### config.mk
export PLATFORM = sky130hd
export DESIGN_NAME = addr_gap_sched
export DESIGN_NICKNAME = d
export VERILOG_FILES = /design/src/rtl/addr_gap_sched_pkg.sv /design/src/rtl/addr_gap_sched_rr_arbiter.sv /design/src/rtl/addr_gap_sched.sv
export SDC_FILE = /design/constraint.sdc
export NUM_CORES = 1
export LEC_CHECK = 0
export BUFFER_PORTS_ARGS = -buffer_cell sky130_fd_sc_hd__buf_4
export CAP_MARGIN = 25
export CORE_UTILIZATION = 35
export DETAILED_ROUTE_END_ITERATION = 8
export HOLD_SLACK_MARGIN = 0.05
export MAX_ROUTING_LAYER = met4
export PLACE_DENSITY = 0.77
export SLEW_MARGIN = 30
export SYNTH_ARGS = -nofsm -noshare
export SYNTH_HDL_FRONTEND = slang
export SYNTH_SLANG_ARGS = --single-unit
### constraint.sdc
create_clock -name clk -period 2 [get_ports clk]
set_input_delay 0.2 -clock clk [delete_from_list [all_inputs] [get_ports clk]]
set_output_delay 0.2 -clock clk [all_outputs]
set_load 0.05 [all_outputs]
### src/rtl/addr_gap_sched_pkg.sv
// Shared types and constants for the addr_gap lookup scheduler.
// State encoding, result widths and the default WAIT timeout.
package addr_gap_sched_pkg;

    typedef enum logic [2:0] {
        S_IDLE  = 3'd0,
        S_SETUP = 3'd1,
        S_FIRE  = 3'd2,
        S_WAIT  = 3'd3,
        S_RESP  = 3'd4
    } state_t;

    localparam int DEF_TIMEOUT_CYC = 15;
    localparam int GAP_W           = 12;
    localparam int OFS_W           = 8;

endpackage

### src/rtl/addr_gap_sched_rr_arbiter.sv
// Combinational round-robin next-winner search starting after i_ptr.
// Emits one-hot grant, binary index and an any-grant flag.
module rr_arbiter #(
    parameter int NUM_REQ = 4,
    parameter int ID_W    = 2
) (
    input  logic [NUM_REQ-1:0] i_req,
    input  logic [ID_W-1:0]    i_ptr,
    output logic [NUM_REQ-1:0] o_gnt,
    output logic [ID_W-1:0]    o_idx,
    output logic               o_any
);

    // Upper half (above ptr) first, then wrap to the lower half.
    always_comb begin
        o_gnt = '0;
        o_idx = '0;
        o_any = 1'b0;
        for (int i = 0; i < NUM_REQ; i++) begin
            if (!o_any && i > int'(i_ptr) && i_req[i]) begin
                o_any    = 1'b1;
                o_gnt[i] = 1'b1;
                o_idx    = ID_W'(i);
            end
        end
        for (int i = 0; i < NUM_REQ; i++) begin
            if (!o_any && i <= int'(i_ptr) && i_req[i]) begin
                o_any    = 1'b1;
                o_gnt[i] = 1'b1;
                o_idx    = ID_W'(i);
            end
        end
    end

endmodule

### src/rtl/addr_gap_sched.sv
// Round-robin scheduler sharing one addr_gap_gen among NUM_REQ requesters.
// Optional WAIT timeout with error response: define GAP_TIMEOUT_EN.
module addr_gap_sched
    import addr_gap_sched_pkg::*;
#(
    parameter int NUM_REQ     = 4,
    parameter int ID_W        = 2,
    parameter int TIMEOUT_CYC = DEF_TIMEOUT_CYC
) (
    input  logic                    clk,
    input  logic                    rst,
    input  logic [NUM_REQ-1:0]      req_valid,
    input  logic [NUM_REQ*32-1:0]   req_angle,
    output logic [NUM_REQ-1:0]      req_ready,
    output logic                    rsp_valid,
    output logic [ID_W-1:0]         rsp_id,
    output logic [GAP_W-1:0]        rsp_addr_gap,
    output logic [OFS_W-1:0]        rsp_offset,
    output logic                    rsp_sign,
    output logic                    rsp_err,
    output logic                    busy,
    output logic [31:0]             gap_angle,
    output logic                    gap_enable,
    input  logic [GAP_W-1:0]        gap_addr_gap,
    input  logic [OFS_W-1:0]        gap_offset,
    input  logic                    gap_sign,
    input  logic                    gap_done
);

    if (TIMEOUT_CYC < 2 || (1 << ID_W) < NUM_REQ) begin : g_param_err
        $error("addr_gap_sched: bad parameters");
    end

    state_t             r_state;
    state_t             w_state_nxt;
    logic [ID_W-1:0]    r_ptr;
    logic [ID_W-1:0]    r_id;
    logic [31:0]        r_angle;
    logic [GAP_W-1:0]   r_addr;
    logic [OFS_W-1:0]   r_ofs;
    logic               r_sign;
    logic [NUM_REQ-1:0] w_gnt;
    logic [ID_W-1:0]    w_idx;
    logic               w_any;
    logic [31:0]        w_win_angle;
    logic               w_cap;
    logic               w_limit;

    rr_arbiter #(
        .NUM_REQ (NUM_REQ),
        .ID_W    (ID_W)
    ) u_arb (
        .i_req (req_valid),
        .i_ptr (r_ptr),
        .o_gnt (w_gnt),
        .o_idx (w_idx),
        .o_any (w_any)
    );

    always_comb begin
        w_win_angle = '0;
        for (int i = 0; i < NUM_REQ; i++) begin
            if (w_gnt[i]) begin
                w_win_angle = req_angle[32*i +: 32];
            end
        end
    end

    assign w_cap = (r_state == S_WAIT) && gap_done;

`ifdef GAP_TIMEOUT_EN
    localparam int CNT_W = ($clog2(TIMEOUT_CYC + 1) > 4) ?
                           $clog2(TIMEOUT_CYC + 1) : 4;

    logic [CNT_W-1:0] r_cnt;
    logic             r_err;

    // Counter holds k-1 in the k-th WAIT cycle; limit hits on cycle TIMEOUT_CYC.
    assign w_limit = (r_state == S_WAIT) &&
                     ((r_cnt + CNT_W'(1)) == CNT_W'(TIMEOUT_CYC));

    always_ff @(posedge clk or posedge rst) begin
        if (rst) begin
            r_cnt <= '0;
        end else if (r_state == S_FIRE) begin
            r_cnt <= '0;
        end else if (r_state == S_WAIT) begin
            r_cnt <= r_cnt + CNT_W'(1);
        end
    end

    assign rsp_err = r_err;
`else
    assign w_limit = 1'b0;
    assign rsp_err = 1'b0;
`endif

    always_comb begin
        w_state_nxt = r_state;
        req_ready   = '0;
        gap_enable  = 1'b0;
        rsp_valid   = 1'b0;
        busy        = 1'b1;
        unique case (r_state)
            S_IDLE: begin
                busy      = 1'b0;
                req_ready = w_gnt;
                if (w_any) begin
                    w_state_nxt = S_SETUP;
                end
            end
            S_SETUP: w_state_nxt = S_FIRE;
            S_FIRE: begin
                gap_enable  = 1'b1;
                w_state_nxt = S_WAIT;
            end
            S_WAIT: begin
                if (gap_done || w_limit) begin
                    w_state_nxt = S_RESP;
                end
            end
            S_RESP: begin
                rsp_valid   = 1'b1;
                w_state_nxt = S_IDLE;
            end
            default: w_state_nxt = S_IDLE;
        endcase
    end

    always_ff @(posedge clk or posedge rst) begin
        if (rst) begin
            r_state <= S_IDLE;
            r_ptr   <= ID_W'(NUM_REQ - 1);
            r_id    <= '0;
            r_angle <= '0;
        end else begin
            r_state <= w_state_nxt;
            if (r_state == S_IDLE && w_any) begin
                r_ptr   <= w_idx;
                r_id    <= w_idx;
                r_angle <= w_win_angle;
            end
        end
    end

    // gap_done wins over a timeout landing in the same cycle.
    always_ff @(posedge clk or posedge rst) begin
        if (rst) begin
            r_addr <= '0;
            r_ofs  <= '0;
            r_sign <= 1'b0;
`ifdef GAP_TIMEOUT_EN
            r_err  <= 1'b0;
`endif
        end else if (w_cap) begin
            r_addr <= gap_addr_gap;
            r_ofs  <= gap_offset;
            r_sign <= gap_sign;
`ifdef GAP_TIMEOUT_EN
            r_err  <= 1'b0;
        end else if (w_limit) begin
            r_addr <= '0;
            r_ofs  <= '0;
            r_sign <= 1'b0;
            r_err  <= 1'b1;
`endif
        end
    end

    assign gap_angle    = r_angle;
    assign rsp_id       = r_id;
    assign rsp_addr_gap = r_addr;
    assign rsp_offset   = r_ofs;
    assign rsp_sign     = r_sign;

endmodule
# After elaboration in Yosys (flattened, before gate mapping)
# Index checks and enable logic that the tools add are counted.
word_totals:
  latch_bits: 0
  mem_bits_rw: 0
  reg_bits: 60
  n_memories: 0
  romBits: 0
  elab_cells: 72
op_classes:
  add_sub_neg: 0
  n_reduce_logical: 22
  n_mux: 31
  shifts: 0
  n_bitwise: 0
  n_eq_ne: 6
  n_lt_le_gt_ge: 6
  div_mod_pow: 0
  multipliers: 0
op_table:
  columns: ["op", "count"]
  rows:
  - ["$mux W32", 4]
  - ["$mux W1", 17]
  - ["$logic_and A1 B1 Y1", 14]
  - ["$mux W2", 6]
  - ["$pmux W3 S4", 1]
  - ["$eq A3 B2 Y1 const B", 2]
  - ["$logic_not A1 Y1", 6]
  - ["$mux W3", 2]
  - ["$gt A2 B2 Y1 const A", 2]
  - ["$le A2 B2 Y1 const A", 2]
  - ["$mux W4", 1]
  - ["$ne A2 B2 Y1 const B", 2]
  - ["$eq A3 B1 Y1 const B", 1]
  - ["$eq A3 B3 Y1 const B", 1]
  - ["$logic_not A3 Y1", 1]
  - ["$gt A1 B2 Y1 const A", 1]
  - ["$le A1 B2 Y1 const A", 1]
  - ["$reduce_and A2 Y1", 1]

# Logic depth before layout (Yosys ltp)
logic_depth:
  depth_word: 28
  ltp_mapped: 8
  depth_no_buf: 5

# Hierarchy
# From an unflattened synthesis, not the netlist that was laid out.
unflattened:
  cells_unflattened: 405
  hier_area_um2: 3599.7
by_module_without_submodules:
  columns: ["mod", "instances", "area_each_um2", "cells_per_inst", "seq_area_each_um2"]
  rows:
  - ["addr_gap_sched", 1, 3355.7, 371, 1503.9]
  - ["rr_arbiter", 1, 244.0, 34, 0.0]

# Worst setup path before layout
# No wires, ideal clock.
synth_path:
  path_type: "register -> output"
  from: "register r_state[0]"
  to: "output port req_ready[1]"
  slack_ps: -334
  stages_incl_launch_ff: 5
  t_arrival_ps: 2134
  required_ps: 1800
  cell_sequence: "dfrtp_1 -> buf_6 -> or3_1 -> buf_6 -> nor3b_1"
synth_via:
  elab_chain_cells: 2
synth_lines:
  columns: ["item", "line_no", "source"]
  rows:
  - ["start, declared", "addr_gap_sched.sv:34", "state_t r_state;"]
  - ["start signal, assigned", "addr_gap_sched.sv:137", "r_state <= w_state_nxt;"]
  - ["$logic_not A3 Y1", "addr_gap_sched.sv:104", "unique case (r_state)"]
  - ["$mux W4", "addr_gap_sched.sv:104", null]
  - ["end, declared", "addr_gap_sched.sv:14", "output logic [NUM_REQ-1:0] req_ready,"]
# No other way between the ends.

# Worst setup path after layout
layout_path:
  from: "register r_ptr[1]"
  to: "output port req_ready[1]"
layout_via:
  elab_chain_cells: 19
  word_cells_on_any_way: 22
layout_lines:
  columns: ["item", "line_no", "source"]
  rows:
  - ["start, declared", "addr_gap_sched.sv:36", "logic [ID_W-1:0] r_ptr;"]
  - ["start signal, assigned", "addr_gap_sched.sv:133", "r_ptr <= ID_W'(NUM_REQ - 1);"]
  - ["start signal, assigned", "addr_gap_sched.sv:139", "r_ptr <= w_idx;"]
  - ["$gt A1 B2 Y1", "addr_gap_sched_rr_arbiter.sv:20", "if (!o_any && i > int'(i_ptr) && i_req[i]) begin"]
  - ["$logic_and A1 B1 Y1", "addr_gap_sched_rr_arbiter.sv:20", null]
  - ["$mux W1", "addr_gap_sched_rr_arbiter.sv:20", null]
  - ["$logic_not A1 Y1", "addr_gap_sched_rr_arbiter.sv:20", null]
  - ["$logic_and A1 B1 Y1 (2 in series)", "addr_gap_sched_rr_arbiter.sv:20", null]
  - ["$mux W1", "addr_gap_sched_rr_arbiter.sv:20", null]
  - ["$logic_not A1 Y1", "addr_gap_sched_rr_arbiter.sv:20", null]
  - ["$logic_and A1 B1 Y1 (2 in series)", "addr_gap_sched_rr_arbiter.sv:20", null]
  - ["$mux W1", "addr_gap_sched_rr_arbiter.sv:20", null]
  - ["$logic_not A1 Y1", "addr_gap_sched_rr_arbiter.sv:27", "if (!o_any && i <= int'(i_ptr) && i_req[i]) begin"]
  - ["$logic_and A1 B1 Y1", "addr_gap_sched_rr_arbiter.sv:27", null]
  - ["$mux W1", "addr_gap_sched_rr_arbiter.sv:27", null]
  - ["$logic_not A1 Y1", "addr_gap_sched_rr_arbiter.sv:27", null]
  - ["$logic_and A1 B1 Y1 (2 in series)", "addr_gap_sched_rr_arbiter.sv:27", null]
  - ["$mux W1 (*)", "addr_gap_sched_rr_arbiter.sv:27", null]
  - ["$mux W4 (*)", "addr_gap_sched.sv:104", null]
# Every way passes the cells marked *; elsewhere a longest branch is shown, timed or not.

==> key figures <==
Final layout
  – Antenna cells: 0
  – Final net count: 783
  – Non-filler cells, final: 765
  – Fraction of layout cells with a size suffix above 1: 0.574
  – Fill cell count: 759
  – Area Overhead vs Synth: 80.3%
  – Cell area after layout: 6570 um2

Power
  – Tot Pwr: 10.3 mW
  – Leak: 3.15 nW
  – P per Cell Area: 1560 nW/um2
  – Max VDD drop: 0.697 mV

STA
  – Final WS setup: -0.0124 ns
  – Setup violators final: 1
  – Fin crit share: 1.01
  – FMAX: 497 MHz
  – Worst-Margin Slew: 0.672 ns
  – Post-route minimum period: 2.01 ns
  – Final Max Slew Viols: 0
  – Final Hold Fails: 0
  – RSZ-0062 raised after global routing: yes
  – Slew margin rel.: 0.551
  – Fin Clk Skew: 0.00758 ns

Clocking
  – Clock Latency Late Sink: 0.34 ns
  – CTS sink cnt: 60
  – CTS tree: yes
  – Reg clk slew, reported paths: 0.07 ns
  – CTS root buf: clkbuf_8
  – CTS Buffer Depth: 2
  – CTS Buf Count: 9
  – H-tree levels: 3

Synthesis
  – Async SR Flop Fraction: 1.00
  – Post-synth top flop: dfrtp_1
  – Mapped Cells: 371
  – Syn_area_per_cell: 9.83 um2
  – Seq/Total Area, Yosys: 0.412
  – YS warnings: 0
  – Post-Synthesis Cell Area: 3650 um2
  – Number of enable flip-flop cells after synthesis: 0
  – Yosys cell types: 37
  – Flops & latches, synth: 60
  – Syn nets: 527

Setup path
  – Worst Path Arrival: 1.81 ns
  – Required time worst endpoint: 1.80 ns
  – Crit path launch type: flip-flop
  – Worst Path Max Fanout: 4
  – Worst Setup End Kind: output pin
  – Setup CP Type: reg2out

Placed design
  – Post-Place Cells: 713
  – GPL Wtd Cong: 0.849
  – Placed Area: 5520 um2
  – IO buf count: 217
  – Detailed Place HPWL: 9010 um

Job
  – Max-Cap Viols: 0

Detailed routing
  – Routed WL per cell: 17.8 um
  – Final ANT Viol Nets: 0
  – Detailed Routing Iterations Pass 1: 4
  – Detailed Route Iter0 Violations: 249
  – Total wire length: 13700 um
  – Vias: 4085
  – Vias per cell: 5.34
  – DRC viols: 0

Floorplanning
  – # rows: 36
  – Initial Utilization: 0.366
  – Core area: 9950 um2
  – Die H: 104 um
  – Die area: 10800 um2
  – Die width: 104 um
  – Io pins: 219

Global routing
  – Largest net degree at the start of global routing: 26
  – First-pass GRT wire length: 20500 um
  – Vias in the first global route: 4259
  – Initial antenna violation count: 0
  – Gr ovfl total: 0
  – GR Util All Layers: 0.245

Status
  – Outcome: finished with violations
  – Failing checks: setup timing

Hold path
  – Tightest Hold Check Type: in2reg
[registers in the layout, summed over array words and instances (netlist names)]
name and count:
gap_angle 32, r_ptr 2, rsp_id 2, r_state 3
rsp_addr_gap 12, rsp_offset 8, rsp_sign 1
[synthesized netlist by cell type (2+ instances only)]
library cell / number / area [um2]
nor2_1: 39 / 146
a21oi_1: 5 / 25.0
nand3_1: 33 / 165
buf_6: 8 / 90.1
inv_1: 5 / 18.8
buf_2: 11 / 55.1
o311ai_1: 3 / 26.3
nand2_1: 98 / 368
clkbuf_1: 16 / 60.1
nor3b_1: 3 / 22.5
a21o_1: 6 / 45.0
o21ai_0: 2 / 10.0
dfrtp_1: 58 / 1450
a221oi_1: 3 / 26.3
o311ai_2: 30 / 488
dfstp_2: 2 / 52.6
a221oi_2: 29 / 435
[placed cells by master (no fill, tap or decap), types with 2 or more instances in the layout]
master / instances
a21oi_1: 3
dfstp_2: 2
o311ai_2: 4
buf_12: 4
a21oi_4: 2
clkbuf_8: 9
buf_6: 11
nor3b_1: 2
o311ai_4: 28
bufinv_16: 2
nor2_1: 34
a21o_1: 6
nor2_2: 5
clkbuf_16: 3
clkinv_2: 3
inv_1: 3
dfrtp_2: 2
nand3_1: 33
buf_4: 240
dlygate4sd3_1: 20
a221oi_2: 30
nand2_1: 98
dfrtp_1: 56
a221oi_1: 2
[area by class of cell]
cell class                 count  area, um2  share of cell area
clock buffer                   9        124              0.0188
sequential                    60       1510               0.229
multi-input combinational    269       2300               0.350
clock inverter                 7       91.3              0.0139
tap                          133        166              0.0253
timing repair buffer         281       2360               0.358
inverter                       6       30.0             0.00457
[cell families (layout without fill, tap and decap cells)]
kind of cell,count (synthesis),in the layout,share of synthesized area
DFF,60,60,0.412
and+or+nand+nor,181,181,0.208
AOI/OAI and AO/OA,87,87,0.314
other,1,1,0.00103
buffers and inverters,42,303,0.0645
[metrics by stage]
| step | utilization | hold WS [ns] | setup TNS [ns] | worst slack [ns] |
|---|---|---|---|---|
| 2_1_floorplan | - | 0.304 | 0 | 0.0863 |
| 3_5_place_dp | 0.555 | 0.270 | -0.547 | -0.0801 |
| 3_3_place_gp | 0.552 | 0.267 | -7.73 | -0.332 |
| 5_1_grt | 0.660 | 0.0551 | -0.271 | -0.0558 |
| 6_report | 0.660 | 0.0604 | -0.0124 | -0.0124 |
| 4_1_cts | 0.609 | 0.0501 | 0 | 0.00134 |
[report_power, final]
part | internal [mW] | leakage, nW | total [mW] | switching [mW]
clock network | 0.696 | 0.109 | 1.21 | 0.517
registers | 1.79 | 0.748 | 2.11 | 0.329
logic | 2.63 | 2.29 | 6.92 | 4.29
total | 5.11 | 3.15 | 10.3 | 5.14
[timing repair]
| item | in CTS | in global routing |
|---|---|---|
| buffers inserted | 5 | 6 |
| endpoints found under the hold margin | 42 | 0 |
| gates resized for setup | 12 | 49 |
| pin swaps | 2 | 26 |
| setup endpoints to repair | 21 | 36 |
| cloned | 1 | 4 |
| hold buffers | 20 | 0 |
[routing by layer]
metal / up-vias / GRT usage / routed length, um
met2: 177 / 0.425 / 7220
met3: 32 / 0.0501 / 671
met1: 2005 / 0.268 / 5390
li1: 1871 / - / -
met4: 0 / 0.120 / 369
met5: - / - / 0
[worst paths after layout]
path | slack [ns] | to | startpoint | cells past startpoint
hold / removal | 0.06 | rsp_offset[3] | gap_offset[3] | 3
max in group asynchronous | 0.82 | gap_angle[17] | rst | 4
setup / recovery | -0.01 | req_ready[1] | r_ptr[1] | 6
min in group asynchronous | 0.46 | rsp_addr_gap[9] | rst | 3
hold reg to reg | 0.48 | rsp_addr_gap[5] | rsp_addr_gap[5] | 2
setup reg to reg | 0.02 | gap_angle[22] | r_ptr[1] | 8
[critical path: stages (launching register included)]
cell	delay [ns]
dfstp_2	0.56
buf_6	0.13
nor2_2	0.06
a311oi_4	0.34
buf_4	0.19
nor3b_4	0.04
buf_6	0.15
(Power assumes the default switching activity.)
